**src/rtl/hazard_fwd_unit.sv**
```systemverilog
// hazard_fwd_unit: EXE-side tag pipeline, operand forwarding muxes,
// load-use stall and taken-branch flush control with event counters.
module hazard_fwd_unit #(
  parameter int DATA_W    = 32,
  parameter int REG_AW    = 4,
  parameter int FWD_DEPTH = 2,
  parameter int LOAD_LAT  = 1
) (
  input  logic                        clk,
  input  logic                        rst_n,
  input  logic                        id_valid,
  input  logic [REG_AW-1:0]           id_rp,
  input  logic [REG_AW-1:0]           id_rs,
  input  logic                        id_use_rp,
  input  logic                        id_use_rs,
  input  logic [REG_AW-1:0]           id_rg,
  input  logic                        id_wr,
  input  logic                        id_load,
  input  logic                        ex_branch_taken,
  input  logic [FWD_DEPTH*DATA_W-1:0] stage_result,
  output logic                        stall,
  output logic                        flush,
  output logic [2:0]                  fwd_a_sel,
  output logic [2:0]                  fwd_b_sel,
  output logic [DATA_W-1:0]           fwd_a_data,
  output logic [DATA_W-1:0]           fwd_b_data,
  output logic [15:0]                 stall_cnt,
  output logic [15:0]                 flush_cnt
);

  typedef struct packed {
    logic              valid;
    logic [REG_AW-1:0] rg;
    logic              wr;
    logic              load;
  } tag_t;

  typedef enum logic [1:0] {
    RUN,
    STALL,
    FLUSH
  } state_t;

  tag_t              tags_q [FWD_DEPTH+1];
  tag_t              issue_tag;
  logic              issue;
  logic              hazard;
  logic [REG_AW-1:0] ex_rp;
  logic [REG_AW-1:0] ex_rs;
  logic              ex_use_rp;
  logic              ex_use_rs;
  state_t            state_q;
  state_t            state_d;
  logic [1:0]        cnt_q;
  logic [1:0]        cnt_d;
  logic              flush_q;

  assign issue     = id_valid && !stall && !flush;
  assign issue_tag = '{valid: 1'b1, rg: id_rg, wr: id_wr, load: id_load};

  assign hazard = tags_q[0].valid && tags_q[0].load &&
                  tags_q[0].wr && id_valid &&
                  ((id_use_rp && id_rp == tags_q[0].rg) ||
                   (id_use_rs && id_rs == tags_q[0].rg));

  // Walk from the oldest stage down so the youngest match is kept.
  always_comb begin
    fwd_a_sel  = '0;
    fwd_b_sel  = '0;
    fwd_a_data = '0;
    fwd_b_data = '0;
    for (int k = FWD_DEPTH; k >= 1; k--) begin
      if (tags_q[k].valid && tags_q[k].wr &&
          (!tags_q[k].load || k > LOAD_LAT)) begin
        if (ex_use_rp && tags_q[k].rg == ex_rp) begin
          fwd_a_sel  = 3'(k);
          fwd_a_data = stage_result[(k-1)*DATA_W +: DATA_W];
        end
        if (ex_use_rs && tags_q[k].rg == ex_rs) begin
          fwd_b_sel  = 3'(k);
          fwd_b_data = stage_result[(k-1)*DATA_W +: DATA_W];
        end
      end
    end
  end

  // The hazard cycle is the first stall; STALL releases ID once cnt is 0.
  always_comb begin
    state_d = state_q;
    cnt_d   = cnt_q;
    stall   = 1'b0;
    flush   = 1'b0;
    unique case (state_q)
      RUN: begin
        if (hazard) begin
          stall   = 1'b1;
          state_d = STALL;
          cnt_d   = 2'(LOAD_LAT - 1);
        end
      end
      STALL: begin
        stall = (cnt_q != 2'd0);
        if (cnt_q == 2'd0) begin
          state_d = RUN;
        end else begin
          cnt_d = cnt_q - 2'd1;
        end
      end
      FLUSH: begin
        flush   = 1'b1;
        state_d = RUN;
      end
      default: state_d = RUN;
    endcase
    if (ex_branch_taken) begin
      flush   = 1'b1;
      stall   = 1'b0;
      state_d = FLUSH;
    end
  end

  always_ff @(posedge clk) begin
    if (!rst_n) begin
      for (int k = 0; k <= FWD_DEPTH; k++) begin
        tags_q[k] <= '0;
      end
      ex_rp     <= '0;
      ex_rs     <= '0;
      ex_use_rp <= 1'b0;
      ex_use_rs <= 1'b0;
      state_q   <= RUN;
      cnt_q     <= '0;
      flush_q   <= 1'b0;
      stall_cnt <= '0;
      flush_cnt <= '0;
    end else begin
      tags_q[0] <= issue ? issue_tag : '0;
      for (int k = 1; k <= FWD_DEPTH; k++) begin
        tags_q[k] <= tags_q[k-1];
      end
      if (issue) begin
        ex_rp <= id_rp;
        ex_rs <= id_rs;
      end
      ex_use_rp <= issue && id_use_rp;
      ex_use_rs <= issue && id_use_rs;
      state_q   <= state_d;
      cnt_q     <= cnt_d;
      flush_q   <= flush;
      if (stall && stall_cnt != 16'hFFFF) begin
        stall_cnt <= stall_cnt + 16'd1;
      end
      if (flush && !flush_q && flush_cnt != 16'hFFFF) begin
        flush_cnt <= flush_cnt + 16'd1;
      end
    end
  end

endmodule

```
**config.mk**
```make
export PLATFORM = sky130hd
export DESIGN_NAME = hazard_fwd_unit
export DESIGN_NICKNAME = d
export VERILOG_FILES = /design/src/rtl/hazard_fwd_unit.sv
export SDC_FILE = /design/constraint.sdc
export NUM_CORES = 1
export LEC_CHECK = 0
export CAP_MARGIN = 20
export CORE_UTILIZATION = 45
export CTS_BUF_LIST = sky130_fd_sc_hd__clkbuf_8
export CTS_CLUSTER_SIZE = 12
export DETAILED_ROUTE_END_ITERATION = 12
export PLACE_DENSITY = 0.89
export SLEW_MARGIN = 20
export SYNTH_ARGS = -nofsm -noshare
export SYNTH_HDL_FRONTEND = slang
export SYNTH_SLANG_ARGS = --single-unit
```
**constraint.sdc**
```tcl
create_clock -name clk -period 3.6 [get_ports clk]
set_input_delay 0.72 -clock clk [delete_from_list [all_inputs] [get_ports clk]]
set_output_delay 0.72 -clock clk [all_outputs]
set_load 0.02 [all_outputs]
```
-- Word-level counts from Yosys, hierarchy flattened
Memory sizes are Yosys's and may differ from the RTL's.
Cells that the tools add are included.
- register bits after elaboration: 47
- RAM bits: 21
- input port bits: 84
- word-level logic and storage cells: 100
- memories: 1
- memory list (memory ; words ; width ; read ports ; clocked after Yosys merged registers in ; write ports ; RTL line ; RTL):
    tags_q ; 3 ; 7 ; 3 ; 0 ; 3 ; 44 ; tag_t tags_q [FWD_DEPTH+1];
- add/sub/neg operators: 3
- equal/unequal tests: 15
- muxes and demuxes: 34
- bitwise operators: 4
- reduce and logical (&&, ||, !) cells: 33
- operator list (kind ; count):
    $mux 32 ; 8
    $add 16x1->16 const B ; 2
    $ne 16x16->1 const B ; 2
    $mux 7 ; 4
    $eq 4x4->1 ; 6
    $logic_and 1x1->1 ; 20
    $mux 3 ; 6
    $mux 2 ; 7
    $pmux 2 s2 ; 2
    $mux 1 ; 6
    $ne 2x2->1 const B ; 3
    $ne 3x3->1 const B ; 2
    $logic_not 1->1 ; 4
    $logic_not 2->1 ; 2
    $reduce_and 2->1 ; 2
    $reduce_bool 2->1 ; 2
    $or 1x1->1 ; 3
    $reduce_and 3->1 ; 1
    $eq 2x1->1 const B ; 1
    $eq 2x2->1 const B ; 1
    $pmux 1 s2 ; 1
    $reduce_or 2->1 ; 1
    $sub 2x1->2 const B ; 1
    $logic_or 1x1->1 ; 1
    $not 1->1 ; 1

-- Logic depth before layout (Yosys ltp)
Gate-level depths: netlist of run 1.
An unclocked memory read counts as a cell.
- depth in word-level cells: 13
- gate-level depth with buffers: 9
- gate-level depth less buffers: 7

-- Least setup slack after synthesis of run 1
OpenSTA, ideal clock, no wires.
- path type: reg2out
- start: register ex_rp[2]
- end: output port fwd_a_data[22]
- arrival time: 1.839 ns
- path slack: 1.041 ns
- stages on the path, launching flop included: 7
- buffers on the path: 2
- cell sequence: dfxtp_1 xor2_1 nor4_1 and3_1 clkbuf_1 clkbuf_1 a22o_1
- cells in the longest elaborated chain, start to end: 6
- elaborated cells on any way between the ends: 8
- classes of those cells: 2 x eq/ne; 4 x mux; 2 x reduce/logical
- ends and longest elaborated chain (element ; RTL line ; RTL):
    start, declared ; 48 ; logic [REG_AW-1:0] ex_rp;
    start signal, assigned ; 142 ; ex_rp <= id_rp;
    $eq 4x4->1 ; 75 ; if (ex_use_rp && tags_q[k].rg == ex_rp) begin
    $logic_and 1x1->1 ; 75 ;
    $mux 32 ; 75 ;
    $mux 32 ; 73 ; if (tags_q[k].valid && tags_q[k].wr &&
    $mux 32 ; 75 ;
    $mux 32 * ; 73 ;
    end, declared ; 25 ; output logic [DATA_W-1:0] fwd_a_data,
Mark *: on every way between the ends. The rest lies on a longest branch, timed or not.

==> results of run 1 <==
## area by class of cell
class	instances	area (µm²)
Clock inverter	6	88.8
Clock buffer	10	138
Tap cell	102	128
Fill cell	579	1980
Multi-Input combinational cell	318	2180
Inverter	6	22.5
Antenna cell	4	10.0
Timing Repair Buffer	194	1920
Sequential cell	67	1340
## metal layers
metal	vias to the layer above	GRT usage	routed length [µm]
met4	0	0.124	293
met1	1919	0.323	4780
met3	14	0.0558	782
met5	-	0	0
met2	133	0.532	6500
li1	1910	-	-
## sequential cells by signal, indices dropped and copies added (netlist names)
register	count
cnt_q	2
ex_rp	4
ex_rs	4
ex_use_rp	1
ex_use_rs	1
flush_cnt	16
flush_q	1
stall_cnt	16
state_q	2
tags_q	20
## logic make-up after synthesis
family          after synthesis  share of synthesized area
simple gates                160                      0.236
compound gates              106                      0.227
mux                          12                     0.0327
xor+xnor                     35                     0.0836
fa+ha+maj                     3                     0.0102
other cells                   1                    0.00102
buf+inv                      35                     0.0433
flops                        67                      0.366
## cells in the final DEF (no fill, tap or decap), types with 3 or more instances in the layout
cell               n
a21oi_1           16
a22o_1            64
and2_1            22
and3_1            10
and4_1             3
buf_4              9
clkbuf_8          10
clkdlybuf4s50_1  185
dfxtp_1           67
diode_2            4
ha_1               3
inv_1              6
mux2i_1           12
nand2_1           36
nand2b_1           5
nand3_1           17
nand4_1           12
nor2_1            22
nor3_1             5
nor3b_1            3
nor4_1             5
o21ai_0            5
o31ai_1            9
or3_1              5
or4_1              8
xnor2_1           23
xor2_1            12
## where the power goes
part	internal (W)	total, W	switching (W)
registers	0.000753	0.000766	0.0000130
clock network	0.000408	0.000704	0.000295
logic	0.000112	0.000188	0.0000763
total	0.00127	0.00166	0.000385
## stage by stage
stage / total power, W / setup WS [ns] / cells / hold WS, ns
final: 0.00166 / 0.183 / 707 / 0.465
after global routing: 0.00171 / 0.0369 / 707 / 0.498
after CTS: 0.00166 / 0.207 / 703 / 0.472
after detailed placement: 0.000969 / 0.287 / 687 / 0.447
after global placement: 0.000963 / 0.276 / 687 / 0.427
after floorplan: 0.000844 / 1.04 / 420 / 0.422
## synthesized netlist by cell type (2+ instances only)
library cell	count
ha_1	3
and3_1	10
nor3_2	2
inv_1	6
buf_2	7
xnor2_1	23
o31ai_1	9
o21a_1	2
nand3b_1	2
and4_1	3
nand4_1	12
dfxtp_1	67
buf_4	3
nand2b_1	5
nand3_1	17
mux2i_1	12
a21oi_1	16
clkbuf_1	18
nor3_1	5
nor3b_1	3
a22o_1	64
nand2_1	36
o21ai_0	5
or4_1	8
or3_1	5
nor4_1	5
nor2_1	22
and2_1	22
xor2_1	12
## worst max-delay path by stage
stage                     slack [ns]  cells past startpoint              to                     from
after floorplan                 1.04                      6  fwd_a_data[22]    ex_rp[2]$_SDFFE_PN0P_
after global placement          0.28                      7           stall                 id_rp[2]
after detailed placement        0.29                      7           stall                 id_rp[0]
after CTS                       0.21                      6  fwd_b_data[11]  tags_q[0][7]$_SDFF_PN0_
after global routing            0.04                      6  fwd_b_data[11]  tags_q[0][7]$_SDFF_PN0_
final                           0.18                      6  fwd_b_data[11]  tags_q[0][7]$_SDFF_PN0_
==> metrics.cfg, run 1 <==
[status]
status = complete, no violations

[worst_setup_path]
crit_fanout = 33
slowest_stage = clkdlybuf4s50_1
worstSetupEndpointType = output pin
r2r_setup_slack_ns = 1.08
reg2regPathDepth = 7
cp_top_family = buffers and inverters
cp_slowest_stage_delay_ns = 0.62
r2r_end = stall_cnt[9]$_SDFFE_PN0P_
crit_buf_inv = 2
path_class = flop to output pin
worst_ep_arrival_time_ns = 2.70
worstPathRequired_ns = 2.88
start_kind = flop
r2r_start = stall_cnt[0]$_SDFFE_PN0P_
crit_chain = nand3b_1, nor4_1, and3_1, buf_4, a22o_1, clkdlybuf4s50_1

[routing]
drt_iter0_drc = 238
drc_errors = 0
wl_per_cell_um = 17.5
totalWireLength_um = 12400
drt-vias-per-instance = 5.62
antenna_left = 0
drtPass1Iterations = 4
vias = 3976

[floorplanning]
rows = 32
ios = 188
die_w_um = 92.3
die_area_mm2 = 0.00852
coreArea_mm2 = 0.00781
dieHeight_um = 92.3
start_util = 0.470

[timing]
fmax_mhz = 293
hold_viol = 0
tightest_slew_ns = 0.940
fin_setup_tns_ns = 0
min_period_ns = 3.42
relSlewSlack = 0.373
rsz0062_at_grt = false
fin_worst_skew_ns = 0.00705
report.final.slew_viol_count = 0
finalSetupViolations = 0
timing.final.crit_share = 0.949

[clock_tree]
cts_hold_buf = 0
clk_pin_slew_ns = 0.07
post-cts-setup-buffer-count = 0
cts_root_buffer = clkbuf_8
ctsHtreeMaxLevel = 3
cts-resized-gates = 0
cts_buffers = 9
cts_tree = built
clk_path_buf_depth = 2
clock_sinks = 67
clk_latency_ns = 0.35

[global_routing]
antenna_found_initial = 4
grt_pass1_vias = 3848
grt_usage = 0.289
grt_max_degree = 44
grt_pass1_wl_um = 19200
overflow = 0

[power]
p_per_area_mw_per_mm2 = 284
vdd_ir_drop_max_mv = 0.293
p_leak_nw = 2.11

[place]
io_buffer_count = 185
gp_congestion = 0.843
dpl.hpwl_um = 9570
placed_area_mm2 = 0.00560

[synth]
synth_edf_count = 0
netlist_area_mm2 = 0.00367
async_flop_share = 0
ys_warn_count = 0
synth-seq-cells = 67
synth_cells = 419
synth_ff_type = dfxtp_1
yosys-top-cells-area = dfxtp_1 (37%), a22o_1 (15%), xnor2_1 (5.5%), and2_1 (3.8%), nand2_1 (3.7%)
synth-seq-area-share = 0.366
synth_cell_type_count = 44
synth_top_area_frac = 0.366
synth_top_area_cell = dfxtp_1
syn_avg_cell_area_um2 = 8.76

[final_layout]
final_util = 0.747
syn2layout_area_growth_pct = 59.0
drive_above_1_share = 0.0499
final_nets = 683
stdcell_area_mm2 = 0.00583

[min_path]
hold_path_end = tags_q[0][8]$_SDFF_PN0_
hp-class = flop to flop
hold_depth = 1
holdCritStartpoint = tags_q[0][1]$_SDFF_PN0_

[job]
maxCapViolCount = 0

Power figures use the tool's default switching activity.
==> run 2: changes to the inputs <==
--- a/config.mk
+++ b/config.mk
@@ -6,11 +6,13 @@
 export NUM_CORES = 1
 export LEC_CHECK = 0
 export CAP_MARGIN = 20
-export CORE_UTILIZATION = 45
+export CELL_PAD_IN_SITES_DETAIL_PLACEMENT = 0
+export CELL_PAD_IN_SITES_GLOBAL_PLACEMENT = 1
+export CORE_UTILIZATION = 31
 export CTS_BUF_LIST = sky130_fd_sc_hd__clkbuf_8
 export CTS_CLUSTER_SIZE = 12
 export DETAILED_ROUTE_END_ITERATION = 12
-export PLACE_DENSITY = 0.89
+export PLACE_DENSITY_LB_ADDON = 0.1
 export SLEW_MARGIN = 20
 export SYNTH_ARGS = -nofsm -noshare
 export SYNTH_HDL_FRONTEND = slang
==> run 2 against run 1 <==
Via count decreased by 3.3%. Largest cell class unchanged. Clock power decreased by 8.2%. Non-clock buffer count decreased by 1. Largest power group unchanged. Highest routed layer unchanged.
==> metrics.cfg, run 2 (synthesized netlist as in run 1, its figures left out) <==
[final_layout]
multi_input_area_mm2 = 0.00218  ; unchanged
largest_reg_flops = 20  ; unchanged
register_area_mm2 = 0.00134  ; unchanged
drive_above_1_share = 0.0483  ; was 0.0499
n_antenna_cell = 0  ; was 4
syn2layout_area_growth_pct = 59.3  ; was 59.0%
nFillCells = 1134  ; was 579
final_cell_mix = clkdlybuf4s50_1 (185), dfxtp_1 (67), a22o_1 (64)  ; unchanged
top_register = tags_q  ; unchanged
reg_top3 = tags_q x20, flush_cnt x16, stall_cnt x16  ; unchanged
final_nets = 682  ; was 683
final_common_cell = clkdlybuf4s50_1  ; unchanged

[clock_tree]
post-cts-setup-buffer-count = 0  ; unchanged
cts-resized-gates = 0  ; unchanged
cts_tree = built  ; unchanged
clk_path_buf_depth = 2  ; unchanged
clk_pin_slew_ns = 0.08  ; was 0.07 ns
clk_latency_ns = 0.34  ; was 0.35 ns
cts_buffers = 9  ; unchanged
cts_root_buffer = clkbuf_8  ; unchanged
cts_hold_buf = 0  ; unchanged
clock_sinks = 67  ; unchanged
ctsHtreeMaxLevel = 3  ; unchanged

[timing]
rsz0062_at_grt = false  ; unchanged
finalSetupViolations = 0  ; unchanged
fin_setup_tns_ns = 0  ; unchanged
fin_worst_skew_ns = 0.0131  ; was 0.00705 ns
report.final.slew_viol_count = 0  ; unchanged
fmax_mhz = 295  ; was 293 MHz
min_period_ns = 3.39  ; was 3.42 ns
timing.final.crit_share = 0.941  ; was 0.949
hold_viol = 0  ; unchanged
relSlewSlack = 0.472  ; was 0.373
tightest_slew_ns = 0.791  ; was 0.940 ns

[routing]
drc_errors = 0  ; unchanged
antenna_left = 0  ; unchanged
vias = 3844  ; was 3,976
drtPass1Iterations = 4  ; unchanged
drt_iter0_drc = 182  ; was 238
drt-vias-per-instance = 5.17  ; was 5.62
totalWireLength_um = 11600  ; was 12,400 µm
wl_per_cell_um = 15.6  ; was 17.5 µm

[worst_setup_path]
reg2regPathDepth = 7  ; unchanged
endpoint = fwd_a_data[3]  ; was fwd_b_data[11]
worstSetupEndpointType = output pin  ; unchanged
slowest_stage = clkdlybuf4s50_1  ; unchanged
cp_slowest_stage_delay_ns = 0.64  ; was 0.62 ns
r2r_setup_slack_ns = 1.11  ; was 1.08 ns
startpoint = ex_rp[2]$_SDFFE_PN0P_  ; was tags_q[0][7]$_SDFF_PN0_
r2r_start = stall_cnt[0]$_SDFFE_PN0P_  ; unchanged
path_class = flop to output pin  ; unchanged
crit_fanout = 33  ; unchanged
crit_chain = xor2_1, nor4_1, and3_1, buf_4, a22o_1, clkdlybuf4s50_1  ; was nand3b_1, nor4_1, and3_1, buf_4, a22o_1, clkdlybuf4s50_1
start_kind = flop  ; unchanged
r2r_end = stall_cnt[12]$_SDFFE_PN0P_  ; was stall_cnt[9]$_SDFFE_PN0P_
worstPathRequired_ns = 2.88  ; about the same
worst_ep_arrival_time_ns = 2.67  ; was 2.70 ns

[place]
io_buffer_count = 185  ; unchanged
dpl.hpwl_um = 8730  ; was 9570 µm
gp_congestion = 0.852  ; was 0.843

[global_routing]
grt_usage = 0.190  ; was 0.289
grt_pass1_wl_um = 19000  ; was 19,200 µm
grt_max_degree = 38  ; was 44
overflow = 0  ; unchanged
antenna_found_initial = 0  ; was 4
grt_pass1_vias = 3740  ; was 3,848

[floorplanning]
start_util = 0.320  ; was 0.470
rows = 39  ; was 32
ios = 188  ; unchanged
coreArea_mm2 = 0.0115  ; was 0.00781 mm²
die_w_um = 111  ; was 92.3 µm
dieHeight_um = 111  ; was 92.3 µm
die_area_mm2 = 0.0123  ; was 0.00852 mm²

[min_path]
hp-class = flop to flop  ; unchanged

[power]
p_leak_nw = 2.10  ; was 2.11 nW
vdd_ir_drop_max_mv = 0.309  ; was 0.293 mV
p_total_w = 0.00160  ; was 0.00166 W
p_per_area_mw_per_mm2 = 274  ; was 284 mW/mm²

[status]
status = complete, no violations  ; unchanged

[job]
maxCapViolCount = 0  ; unchanged

run 2: changes by cell type in the layout (fill, tap and decap cells not counted):
cell	previous run	this run
inv_6	0	2
clkbuf_8	10	9
bufinv_16	2	1
inv_8	0	1
diode_2	4	0
buf_4	9	8
clkinv_2	1	0
run 2: worst min path at each step:
stage / startpoint / to / slack, ns / cells past startpoint
after global routing: tags_q[0][6]$_SDFF_PN0_ / tags_q[0][13]$_SDFF_PN0_ / 0.47 / 1
after global placement: tags_q[0][6]$_SDFF_PN0_ / tags_q[0][13]$_SDFF_PN0_ / 0.43 / 1
final: tags_q[0][6]$_SDFF_PN0_ / tags_q[0][13]$_SDFF_PN0_ / 0.45 / 1
after detailed placement: tags_q[0][6]$_SDFF_PN0_ / tags_q[0][13]$_SDFF_PN0_ / 0.43 / 1
after floorplan: tags_q[0][6]$_SDFF_PN0_ / tags_q[0][13]$_SDFF_PN0_ / 0.42 / 1
after CTS: tags_q[0][6]$_SDFF_PN0_ / tags_q[0][13]$_SDFF_PN0_ / 0.45 / 1
run 2: final cells by class:
cell class,instances,area share
clock buffers,9,0.0212
repair buffers,193,0.327
multi-input cells,318,0.374
well taps,143,0.0306
inverters,6,0.00385
clock inverters,7,0.0141
flip-flops and latches,67,0.229
run 2: per-layer routing:
metal	wire length, µm	track usage
met1	5000	0.220
met2	5790	0.347
met3	627	0.0416
met4	140	0.0551
met5	0	0
run 2: where the power goes:
group | switching [W] | internal, W | total [W] | leakage (nW)
registers | 0.0000124 | 0.000753 | 0.000766 | 0.542
logic | 0.0000765 | 0.000112 | 0.000189 | 1.46
clock network | 0.000316 | 0.000330 | 0.000646 | 0.0984
total | 0.000405 | 0.00120 | 0.00160 | 2.10
run 2: per-stage QoR:
step / cells / util / cell area [µm²] / setup slack [ns] / hold slack (ns)
final: 743 / 0.510 / 5850 / 0.214 / 0.451
after floorplan: 420 / - / 3670 / 1.04 / 0.422
after detailed placement: 727 / 0.492 / 5640 / 0.301 / 0.435
after global placement: 727 / 0.492 / 5640 / 0.281 / 0.431
after CTS: 743 / 0.510 / 5850 / 0.177 / 0.454
after global routing: 743 / 0.510 / 5850 / 0.0689 / 0.472
run 2: worst max-delay path: cells and delay by family, from the launching register on:
kind / cells / cell delay [ns]
buffers and inverters: 2 / 1.01
and+or+nand+nor: 2 / 0.58
DFF: 1 / 0.34
AOI/OAI and AO/OA: 1 / 0.21
xor gates and xnor gates: 1 / 0.17
==> run 3: changes to the inputs <==
--- a/config.mk
+++ b/config.mk
@@ -12,6 +12,7 @@
 export CTS_BUF_LIST = sky130_fd_sc_hd__clkbuf_8
 export CTS_CLUSTER_SIZE = 12
 export DETAILED_ROUTE_END_ITERATION = 12
+export GPL_TIMING_DRIVEN = 0
 export PLACE_DENSITY_LB_ADDON = 0.1
 export SLEW_MARGIN = 20
 export SYNTH_ARGS = -nofsm -noshare
==> run 3 against run 2 <==
Power up 8.4%. Setup slack got worse by 0.041 ns. Flip-flop and latch count unchanged. Critical endpoint is now stall.
==> metrics.cfg, run 3 (synthesized netlist as in run 1, its figures left out) <==
[final_layout]
n_antenna_cell = 0  ; unchanged
top_register = tags_q  ; unchanged
drive_above_1_share = 0.0644  ; was 0.0483
largest_reg_flops = 20  ; unchanged
final_common_cell = clkdlybuf4s50_1  ; unchanged
final_nets = 703  ; was 682
syn2layout_area_growth_pct = 63.0  ; was 59.3%
stdcell_area_mm2 = 0.00598  ; was 0.00585 mm²
final_cell_mix = clkdlybuf4s50_1 (185), dfxtp_1 (67), a22o_1 (64)  ; unchanged
reg_top3 = tags_q x20, flush_cnt x16, stall_cnt x16  ; unchanged

[global_routing]
grt_usage = 0.199  ; was 0.190
antenna_found_initial = 0  ; unchanged
grt-busiest-layer = met2  ; unchanged
grt_use_met3 = 0.0399  ; was 0.0416
grt_use_met1 = 0.232  ; was 0.220
overflow = 0  ; unchanged
grt_pass1_wl_um = 19800  ; was 19,000 µm
grt_pass1_vias = 3826  ; was 3,740
met2_usage = 0.348  ; was 0.347
grt_max_degree = 14  ; was 38

[timing]
relSlewSlack = 0.651  ; was 0.472
report.final.slew_viol_count = 0  ; unchanged
finalSetupViolations = 0  ; unchanged
min_period_ns = 3.43  ; was 3.39 ns
tightest_slew_ns = 0.523  ; was 0.791 ns
setup_slack_ns = 0.172  ; was 0.214 ns
fin_worst_skew_ns = 0.0142  ; was 0.0131 ns
timing.final.crit_share = 0.952  ; was 0.941
hold_ws_ns = 0.456  ; was 0.451 ns
hold_viol = 0  ; unchanged
rsz0062_at_grt = false  ; unchanged
fmax_mhz = 292  ; was 295 MHz
fin_setup_tns_ns = 0  ; unchanged

[power]
p_total_w = 0.00173  ; was 0.00160 W
swShare = 0.230  ; was 0.253
p_seq_frac = 0.441  ; was 0.478
p_comb_frac = 0.113  ; was 0.118
p_switching_w = 0.000399  ; was 0.000405 W
intPower_w = 0.00133  ; was 0.00120 W
p_leak_nw = 2.19  ; was 2.10 nW
p_per_area_mw_per_mm2 = 290  ; was 274 mW/mm²
vdd_ir_drop_max_mv = 0.199  ; was 0.309 mV
clockPowerShare = 0.446  ; was 0.404

[routing]
drt-vias-per-instance = 5.15  ; was 5.17
wl_per_cell_um = 16.3  ; was 15.6 µm
vias = 3936  ; was 3,844
totalWireLength_um = 12500  ; was 11,600 µm
drtPass1Iterations = 4  ; unchanged
antenna_left = 0  ; unchanged
drt_iter0_drc = 131  ; was 182
drc_errors = 0  ; unchanged

[worst_setup_path]
worstPathRequired_ns = 2.88  ; about the same
worstSetupEndpointType = output pin  ; unchanged
start_kind = input port  ; was flop
worst_ep_arrival_time_ns = 2.71  ; was 2.67 ns
path_class = input port to output pin  ; was flop to output pin
crit_fanout = 8  ; was 33

[floorplanning]
rows = 39  ; unchanged
die_area_mm2 = 0.0123  ; unchanged
start_util = 0.320  ; unchanged
ios = 188  ; unchanged
die_w_um = 111  ; unchanged
dieHeight_um = 111  ; unchanged
coreArea_mm2 = 0.0115  ; unchanged

[place]
placed_area_mm2 = 0.00570  ; was 0.00564 mm²
io_buffer_count = 185  ; unchanged
dpl.hpwl_um = 9750  ; was 8730 µm
gp_congestion = 0.902  ; was 0.852
pre_cts_ws_ns = 0.215  ; was 0.301 ns

[clock_tree]
clk_latency_ns = 0.35  ; was 0.34 ns
cts_hold_buf = 0  ; unchanged
clk_path_buf_depth = 2  ; unchanged
cts_tree = built  ; unchanged
cts_root_buffer = clkbuf_8  ; unchanged
clk_pin_slew_ns = 0.08  ; about the same
clock_sinks = 67  ; unchanged
ctsHtreeMaxLevel = 3  ; unchanged
cts_buffers = 9  ; unchanged

[job]
maxCapViolCount = 0  ; unchanged

[min_path]
hp-class = flop to flop  ; unchanged

[status]
status = complete, no violations  ; unchanged

==> run 3: cell count changes in the layout (fill, tap and decap cells not counted) <==
| cell | delta |
|---|---|
| bufinv_16 | +2 |
| clkbuf_2 | +7 |
| clkinvlp_4 | -1 |
| buf_2 | +5 |
| inv_8 | -1 |
| clkbuf_1 | +10 |
| buf_4 | -4 |
| buf_6 | +1 |
| clkbuf_4 | +2 |
==> run 3: critical path, stage by stage <==
cell,delay [ns]
clkdlybuf4s50_1,0.51
xnor2_1,0.14
nand4_1,0.13
o22ai_2,0.27
o21bai_2,0.17
nor2_1,0.14
clkdlybuf4s50_1,0.62
==> run 3: final cells by class <==
type | count | area [µm²]
repair buffers | 186 | 1860
plain buffers | 28 | 146
inverters | 6 | 22.5
clock buffers | 9 | 124
clock inverters | 7 | 124
flip-flops and latches | 67 | 1340
fillers | 1167 | 5490
well taps | 143 | 179
multi-input cells | 318 | 2180
==> run 3: per-stage QoR <==
stage / std cells / util
floorplan: 420 / -
global placement: 748 / 0.497
detailed placement: 748 / 0.497
CTS: 764 / 0.521
global route: 764 / 0.522
finish: 764 / 0.522
==> run 3: path summary, 6_finish.rpt <==
path / to / from / depth (start not counted) / slack, ns
max: stall / id_rp[1] / 7 / 0.17
min: tags_q[0][8]$_SDFF_PN0_ / tags_q[0][1]$_SDFF_PN0_ / 1 / 0.46
max reg2reg: stall_cnt[11]$_SDFFE_PN0P_ / stall_cnt[0]$_SDFFE_PN0P_ / 9 / 1.33
min reg2reg: tags_q[0][8]$_SDFF_PN0_ / tags_q[0][1]$_SDFF_PN0_ / 1 / 0.46
==> run 3: power groups by stage <==
stage               clock network, W  registers [W]  logic (W)
floorplan                          0       0.000783  0.0000608
global placement                   0       0.000782   0.000192
detailed placement                 0       0.000783   0.000195
CTS                         0.000798       0.000765   0.000198
global route                0.000828       0.000767   0.000211
finish                      0.000773       0.000765   0.000196
==> run 3: metal layers <==
layer,wire length (µm),up-vias
met5,0,-
met4,358,0
met3,742,25
met2,6140,145
met1,5210,1825
li1,-,1941
==> run 3: repair_timing <==
action                     in CTS  in global routing
buffers inserted                0                  1
setup endpoints to repair      58                 42
resized for setup               9                  2
pin swaps                       1                  1
